===== src/rtl/rf_pkg.sv =====
// rtl/rf_pkg.sv - shared types, defaults and flattened-bus helper for the register file
package rf_pkg;

  typedef enum logic {
    RF_CLEAR = 1'b0,
    RF_READY = 1'b1
  } rf_state_e;

  localparam int RF_DEF_DATA_W = 32;
  localparam int RF_DEF_ADDR_W = 5;

  // LSB position of field k in a bus of packed w-bit fields
  function automatic int slice_lsb(input int k, input int w);
    return k * w;
  endfunction

endpackage


===== src/rtl/rf_scoreboard.sv =====
// rtl/rf_scoreboard.sv - per-register busy bits with set/clear priority and NRD lookup ports
module rf_scoreboard
  import rf_pkg::*;
#(
  parameter int ADDR_W   = RF_DEF_ADDR_W,
  parameter int NRD      = 2,
  parameter bit ZERO_REG = 1'b1
) (
  input  logic                  i_clk,
  input  logic                  i_rst,
  input  logic                  i_en,
  input  logic                  i_set,
  input  logic [ADDR_W-1:0]     i_set_addr,
  input  logic                  i_clr,
  input  logic [ADDR_W-1:0]     i_clr_addr,
  input  logic [NRD*ADDR_W-1:0] i_rd_addr,
  output logic [NRD-1:0]        o_busy
);

  localparam int DEPTH = 1 << ADDR_W;

  logic [DEPTH-1:0] r_busy;
  logic [DEPTH-1:0] w_busy_nxt;

  always_comb begin
    w_busy_nxt = r_busy;
    if (i_en) begin
      if (i_clr) w_busy_nxt[i_clr_addr] = 1'b0;
      // set applied last: a newly issued producer supersedes the retiring write
      if (i_set) w_busy_nxt[i_set_addr] = 1'b1;
    end
    if (ZERO_REG) w_busy_nxt[0] = 1'b0;
  end

  always_ff @(posedge i_clk) begin
    if (i_rst) r_busy <= '0;
    else       r_busy <= w_busy_nxt;
  end

  for (genvar k = 0; k < NRD; k++) begin : g_lookup
    assign o_busy[k] = r_busy[i_rd_addr[slice_lsb(k, ADDR_W) +: ADDR_W]];
  end

endmodule


===== src/rtl/rf_multiport.sv =====
// rtl/rf_multiport.sv - parametrised multi-read register file with clear sweep, bypass and busy scoreboard
module rf_multiport
  import rf_pkg::*;
#(
  parameter int DATA_W   = RF_DEF_DATA_W,
  parameter int ADDR_W   = RF_DEF_ADDR_W,
  parameter int NRD      = 2,
  parameter bit BYPASS   = 1'b1,
  parameter bit ZERO_REG = 1'b1
) (
  input  logic                  CLK,
  input  logic                  RST,
  input  logic                  RFWE,
  input  logic [ADDR_W-1:0]     RFWA,
  input  logic [DATA_W-1:0]     RFWD,
  input  logic [NRD*ADDR_W-1:0] RFRA,
  output logic [NRD*DATA_W-1:0] RFRD,
  input  logic                  SBSET,
  input  logic [ADDR_W-1:0]     SBSA,
  output logic [NRD-1:0]        RFBUSY,
  output logic                  RFREADY
);

  localparam int                DEPTH    = 1 << ADDR_W;
  localparam logic [ADDR_W-1:0] LAST_IDX = ADDR_W'(DEPTH - 1);

  rf_state_e         r_state;
  rf_state_e         w_state_nxt;
  logic [ADDR_W-1:0] r_idx;
  logic [ADDR_W-1:0] w_idx_nxt;
  logic [DATA_W-1:0] r_mem [DEPTH];
  logic              w_ready;
  logic              w_wr_en;
  logic [NRD-1:0]    w_busy;

  always_ff @(posedge CLK) begin
    if (RST) begin
      r_state <= RF_CLEAR;
      r_idx   <= '0;
    end else begin
      r_state <= w_state_nxt;
      r_idx   <= w_idx_nxt;
    end
  end

  always_comb begin
    w_state_nxt = r_state;
    w_idx_nxt   = r_idx;
    if (r_state == RF_CLEAR) begin
      w_idx_nxt = r_idx + ADDR_W'(1);
      if (r_idx == LAST_IDX) w_state_nxt = RF_READY;
    end
  end

  assign w_ready = (r_state == RF_READY);
  assign w_wr_en = w_ready && RFWE && !(ZERO_REG && (RFWA == '0));

  // Single write port with no reset on the array, so it can map onto RAM
  always_ff @(posedge CLK) begin
    if (!RST) begin
      if (!w_ready)     r_mem[r_idx] <= '0;
      else if (w_wr_en) r_mem[RFWA]  <= RFWD;
    end
  end

  for (genvar k = 0; k < NRD; k++) begin : g_rd
    logic [ADDR_W-1:0] w_addr;
    logic [DATA_W-1:0] w_data;

    assign w_addr = RFRA[slice_lsb(k, ADDR_W) +: ADDR_W];

    always_comb begin
      w_data = r_mem[w_addr];
      if (BYPASS && RFWE && (RFWA == w_addr)) w_data = RFWD;
      if (!w_ready || (ZERO_REG && (w_addr == '0))) w_data = '0;
    end

    assign RFRD[slice_lsb(k, DATA_W) +: DATA_W] = w_data;
  end

  rf_scoreboard #(
    .ADDR_W  (ADDR_W),
    .NRD     (NRD),
    .ZERO_REG(ZERO_REG)
  ) u_scoreboard (
    .i_clk     (CLK),
    .i_rst     (RST),
    .i_en      (w_ready),
    .i_set     (SBSET),
    .i_set_addr(SBSA),
    .i_clr     (RFWE),
    .i_clr_addr(RFWA),
    .i_rd_addr (RFRA),
    .o_busy    (w_busy)
  );

  assign RFBUSY  = w_busy & {NRD{w_ready}};
  assign RFREADY = w_ready;

endmodule

===== config.mk =====
export PLATFORM = sky130hd
export DESIGN_NAME = rf_multiport
export DESIGN_NICKNAME = d
export VERILOG_FILES = /design/src/rtl/rf_pkg.sv /design/src/rtl/rf_scoreboard.sv /design/src/rtl/rf_multiport.sv
export SDC_FILE = /design/constraint.sdc
export NUM_CORES = 1
export LEC_CHECK = 0
export BUFFER_PORTS_ARGS = -buffer_cell sky130_fd_sc_hd__buf_2
export CORE_MARGIN = 5
export CORE_UTILIZATION = 55
export DETAILED_ROUTE_END_ITERATION = 6
export GPL_TIMING_DRIVEN = 0
export PLACE_DENSITY = 0.74
export SYNTH_ARGS = -nofsm -noshare
export SYNTH_HDL_FRONTEND = slang
export SYNTH_SLANG_ARGS = --single-unit

===== constraint.sdc =====
create_clock -name CLK -period 3.8 [get_ports CLK]
set_input_delay 0.76 -clock CLK [delete_from_list [all_inputs] [get_ports CLK]]
set_output_delay 0.76 -clock CLK [all_outputs]
set_load 0.05 [all_outputs]

# Yosys cells after proc, flatten, opt, wreduce, memory -nomap -nowiden
# Memory sizes are Yosys's and may differ from the RTL's.
# Cells that the tools add are included.
# op_classes
n_addsub	1
n_lt_le_gt_ge	6
eq_ne	3
muxes	27
bitwise	4
n_reduce_logical	14
# op_table
op	count
$mux W32	8
$and A32 B32 Y32	1
$not A32 Y32	1
$or A32 B32 Y32	1
$reduce_or A32 Y1	1
$lt A5 B6 Y1 const B	4
$logic_not A5 Y1	3
$mux W1	14
$bmux W1 S5	2
$demux W1 S5	2
$eq A5 B5 Y1	2
$ge A5 B1 Y1 const B	2
$logic_and A1 B1 Y1	6
$add A5 B1 Y5 const B	1
$eq A5 B5 Y1 const B	1
$mux W5	1
$and A2 B2 Y2	1
$logic_not A1 Y1	2
$logic_or A1 B1 Y1	2
# word_totals
reg_bits	38
ramBits	1024
inputBits	56
output_inout_bits	67
memories	1
# mem_list
name	words	word_bits	read_ports	rd_clocked_by_memory_dff	wr	line	text
r_mem	32	32	2	0	1	rf_multiport.sv:31	logic [DATA_W-1:0] r_mem [DEPTH];

# Longest topological paths before layout
# logic_depth
word_depth	10
mapped_depth	9
depth_no_buf	5

# By module
# From an unflattened synthesis, not the netlist that was laid out.
# unflattened
hier_cells	3018
hier_area_um2	50996.4
# modules_own_cells
module	instances	cells_each	area_per_inst_um2
rf_multiport	1	2782	49149.6
rf_scoreboard	1	236	1846.8

# Least setup slack after synthesis
# OpenSTA, ideal clock, no wires.
# synth_path
kind	input -> register
start	input RFWE
end	memory r_mem[12][0] (netlist bit), enable pin
setup_time_ns	0.421
arrival_time_ns	3.396
path_slack_ns	-0.017
cell_stages	6
path_buffers	2
path_cell_list	clkbuf_1 > nand2_1 > a211oi_2 > buf_2 > mux2_2 > nor2_1
# synth_via
elab_chain_cells	8
# synth_lines
element	line	text
start, declared	rf_multiport.sv:13	input logic RFWE,
$logic_and A1 B1 Y1 * (2 in a row)	rf_multiport.sv:56	assign w_wr_en = w_ready && RFWE && !(ZERO_REG && (RFWA == '0));
$mux W1 *	rf_multiport.sv:62	else if (w_wr_en) r_mem[RFWA] <= RFWD;
$mux W1 *	rf_multiport.sv:61	if (!w_ready) r_mem[r_idx] <= '0;
$mux W1 *	rf_multiport.sv:60	if (!RST) begin
$mux W1 (not written as such) *	rf_multiport.sv:62	
$reduce_or A32 Y1 (no source line)	n/a	
$mux W5 (no source line) or $mux W1 (tied branches)	n/a	
end, declared	rf_multiport.sv:31	
# Mark *: on every way between the ends. The rest lies on a longest branch, timed or not.

# Final worst setup path
# layout_path
start	input RFRA[7]
end	output RFRD[47]
# layout_via
elab_chain_cells	4
# layout_lines
element	line	text
start, declared	rf_multiport.sv:16	input logic [NRD*ADDR_W-1:0] RFRA,
parallel branches: the longest is 3 deep, another holds $mem_v2 Z32 W32	n/a	
$mux W32 *	rf_multiport.sv:75	if (!w_ready || (ZERO_REG && (w_addr == '0))) w_data = '0;
end, declared	rf_multiport.sv:17	output logic [NRD*DATA_W-1:0] RFRD,
# Mark *: on every way between the ends.

==> flow_summary.toml <==
[clock_tree]
cts_buffers = 106
cts-root-buf = "clkbuf_16"
cts_hold_buf = 0
clk_pin_slew_ps = 60
ctsHtreeMaxLevel = 3
clkSinkCount = 1061
clk_latency_ps = 680
clk_path_buf_depth = 3
tritoncts = "done"

[setup_path]
path_delay_family = "compound AO/OA/AOI/OAI gates"
cp.buffers_inverters = 4
worst_r2r_startpoint = "RFREADY"
r2r_cells = 5
endpoint = "RFRD[47]"
crit_slowest_cell = "a221oi_2"
ff2ff_setup_slack_ps = 370
path_max_fanout = 10
path_cells = "buf_4 > nor2b_1 > buf_2 > clkbuf_4 > a221oi_2 > a22oi_1 > a21oi_2 > a221o_1 > buf_2"
crit_type = "in2out"
timing.rr.end = "r_mem[25][17]"
crit_top_cell = "buf_2"
endpoint_kind = "output pin"
startpoint_type = "input pin"
cp.required_ps = 3040
critPathLaunch = "RFRA[7]"
critical-path-max-stage-delay_ps = 400
cp.depth = 9
cp.arrival_ps = 3130

[global_route]
grt_remaining_overflow = 0
grt_use_total_pct = 33.5
grt_max_degree = 33
grt_pass1_wl_mm = 237
grt_pass1_vias = 34100
antenna_found_initial = 3

[place]
place_congestion = 0.956
portBuffers = 114
dp_hpwl_mm = 117
dp.cells = 4263

[sta]
fin_skew_ps = 24.6
fin_crit_sh_pct = 102
finalSetupViolCount = 31
fin_crit_ps = 3890
hold_viol_final = 0
slew_violations = 0
tightest_slew_ps = 1340
max_freq_mhz = 257
rsz0062_at_grt = "true"
fin_ws_ps = -90.2
slew_headroom_pct = 10.4

[run]
drv_cap = 0

[logic_synthesis]
ys_ff_latch = 1061
syn_nets = 2985
synth_area_leaders = "edfxtp_1 (61%), mux4_2 (17%), mux2i_1 (7.7%), a221oi_1 (2.8%), dfxtp_1 (1.5%)"
synth_cell_types = 50
yosysMostFrequentCell = "edfxtp_1"
synth_area_per_cell_um2 = 17.3
yosysWarnings = 0
async_flop_share_pct = 0
netlist_instances = 2927
synth-edff-count = 1024
yosys_most_used_dff = "edfxtp_1"
synth_top_area_share_pct = 60.8
synth_area_mm2 = 0.0506
yosys.area.top_type = "edfxtp_1"
ys_seq_area_share_pct = 62.3
netlist_top_cells_count = "edfxtp_1 (1024), mux2i_1 (388), mux4_2 (371)"

[drt]
vias = 33700
totalWireLength_mm = 169
wire_per_inst_um = 37.8
via_per_inst = 7.55
drc = 1
ant_nets = 0
drt_iter0_markers = 5253
first_pass_iters = 7

[floorplan]
rows = 111
start_util_pct = 55.3
dieArea_mm2 = 0.0981
top_level_ports = 123
core_mm2 = 0.0914
die_w_um = 313
die_y_um = 313

[min_path]
hold_path_class = "reg2reg"

[pwr]
p_total_mw = 25.5
p_leak_nw = 19.1
peakVddDrop_mv = 0.491
power_density_mw_per_mm2 = 430

[finish]
fillCellCount = 6085
nets = 3250
stdcell_count = 4467
drive_gt1_share_pct = 35.9
area_growth_pct = 17.4

[status]
violations = "DRC, setup timing"
outcome = "complete, but fails checks"
==> area by class of cell <==
type / instances / area (um2) / area share, %
diodes: 1 / 2.50 / 0.00422
clock inverters: 73 / 741 / 1.25
plain buffers: 242 / 2120 / 3.57
well taps: 1186 / 1480 / 2.50
repair buffers: 158 / 1470 / 2.48
flip-flops and latches: 1061 / 31500 / 53.1
multi-input cells: 1615 / 19300 / 32.5
clock buffers: 123 / 2740 / 4.61
inverters: 8 / 31.3 / 0.0527
==> stage by stage <==
stage	util, %	instance area (um2)	TNS (ps)	hold slack, ps	setup slack (ps)
floorplan	-	50600	-4240	460	-16.6
global placement	57.6	52600	-2249160	472	-2250
detailed placement	58.6	53600	-290830	481	-1180
CTS	64.0	58500	-93.2	481	-38.1
global route	65.0	59400	-259	519	-66.0
finish	65.0	59400	-893	494	-90.2
==> worst min-delay path by stage <==
stage,cells past startpoint,to,from
2_1_floorplan,2,u_scoreboard.r_busy[26],u_scoreboard.r_busy[26]
3_3_place_gp,2,u_scoreboard.r_busy[15],u_scoreboard.r_busy[15]
3_5_place_dp,2,u_scoreboard.r_busy[26],u_scoreboard.r_busy[26]
4_1_cts,4,u_scoreboard.r_busy[1],SBSA[3]
5_1_grt,2,u_scoreboard.r_busy[7],u_scoreboard.r_busy[7]
6_report,2,u_scoreboard.r_busy[12],u_scoreboard.r_busy[12]
==> layout by cell type, fill, tap and decap left out, types with 37 or more instances in the layout <==
| cell | synthesis | final |
|---|---|---|
| buf_4 | 48 | 65 |
| clkbuf_4 | 0 | 37 |
| buf_6 | 3 | 63 |
| a221oi_2 | 0 | 102 |
| o21ai_0 | 93 | 55 |
| nor2_1 | 81 | 47 |
| a21oi_1 | 129 | 91 |
| clkbuf_2 | 1 | 37 |
| mux2i_1 | 388 | 366 |
| buf_12 | 0 | 39 |
| a22oi_1 | 97 | 89 |
| edfxtp_1 | 1024 | 1024 |
| a221oi_1 | 159 | 53 |
| clkbuf_16 | 0 | 108 |
| a221o_1 | 63 | 58 |
| buf_2 | 94 | 115 |
| nand2_1 | 80 | 80 |
| mux4_2 | 371 | 371 |
==> power breakdown <==
part	total, mW	internal, mW	switching [mW]
sequential	12.8	12.7	0.0410
clock	10.6	6.05	4.58
combinational	2.16	0.851	1.31
==> sequential cells by signal, indices dropped and copies added, names as in the netlist <==
| name | count |
|---|---|
| RFREADY | 1 |
| u_scoreboard.r_busy | 31 |
| r_idx | 5 |
| r_mem | 1024 |
==> worst register-to-register path, cell delays in order (launching register included) <==
cell	delay, ps
dfxtp_2	450
nand2_1	90
a211oi_2	410
buf_2	380
clkbuf_1	680
and2_1	1050
==> layer usage <==
metal	global-route usage, %	part of all wire [%]	up-vias
li1	-	-	13000
met1	42.3	34	17300
met2	52.9	47	2781
met3	10.4	13	641
met4	17.0	6.1	6
met5	0	0.021	-
==> logic make-up (layout without fill, tap and decap cells) <==
family                     count (synthesis)  in the layout  synth area share (%)
muxes                                    761            761                  24.3
DFF                                     1061           1061                  62.3
adders and majority gates                  2              2                0.0495
xor gates and xnor gates                  13             13                 0.225
AOI/OAI and AO/OA                        589            589                  8.37
buffers and inverters                    251            604                  2.50
other                                      0              1                     0
and+or+nand+nor                          250            250                  2.30
==> timing repair <==
item | in CTS | in global routing
setup buffers | 5 | 2
setup endpoints to repair | 66 | 62
resized for setup | 430 | 215
pin swaps | 25 | 45
gates cloned | 0 | 1
Power figures use the tool's default switching activity.
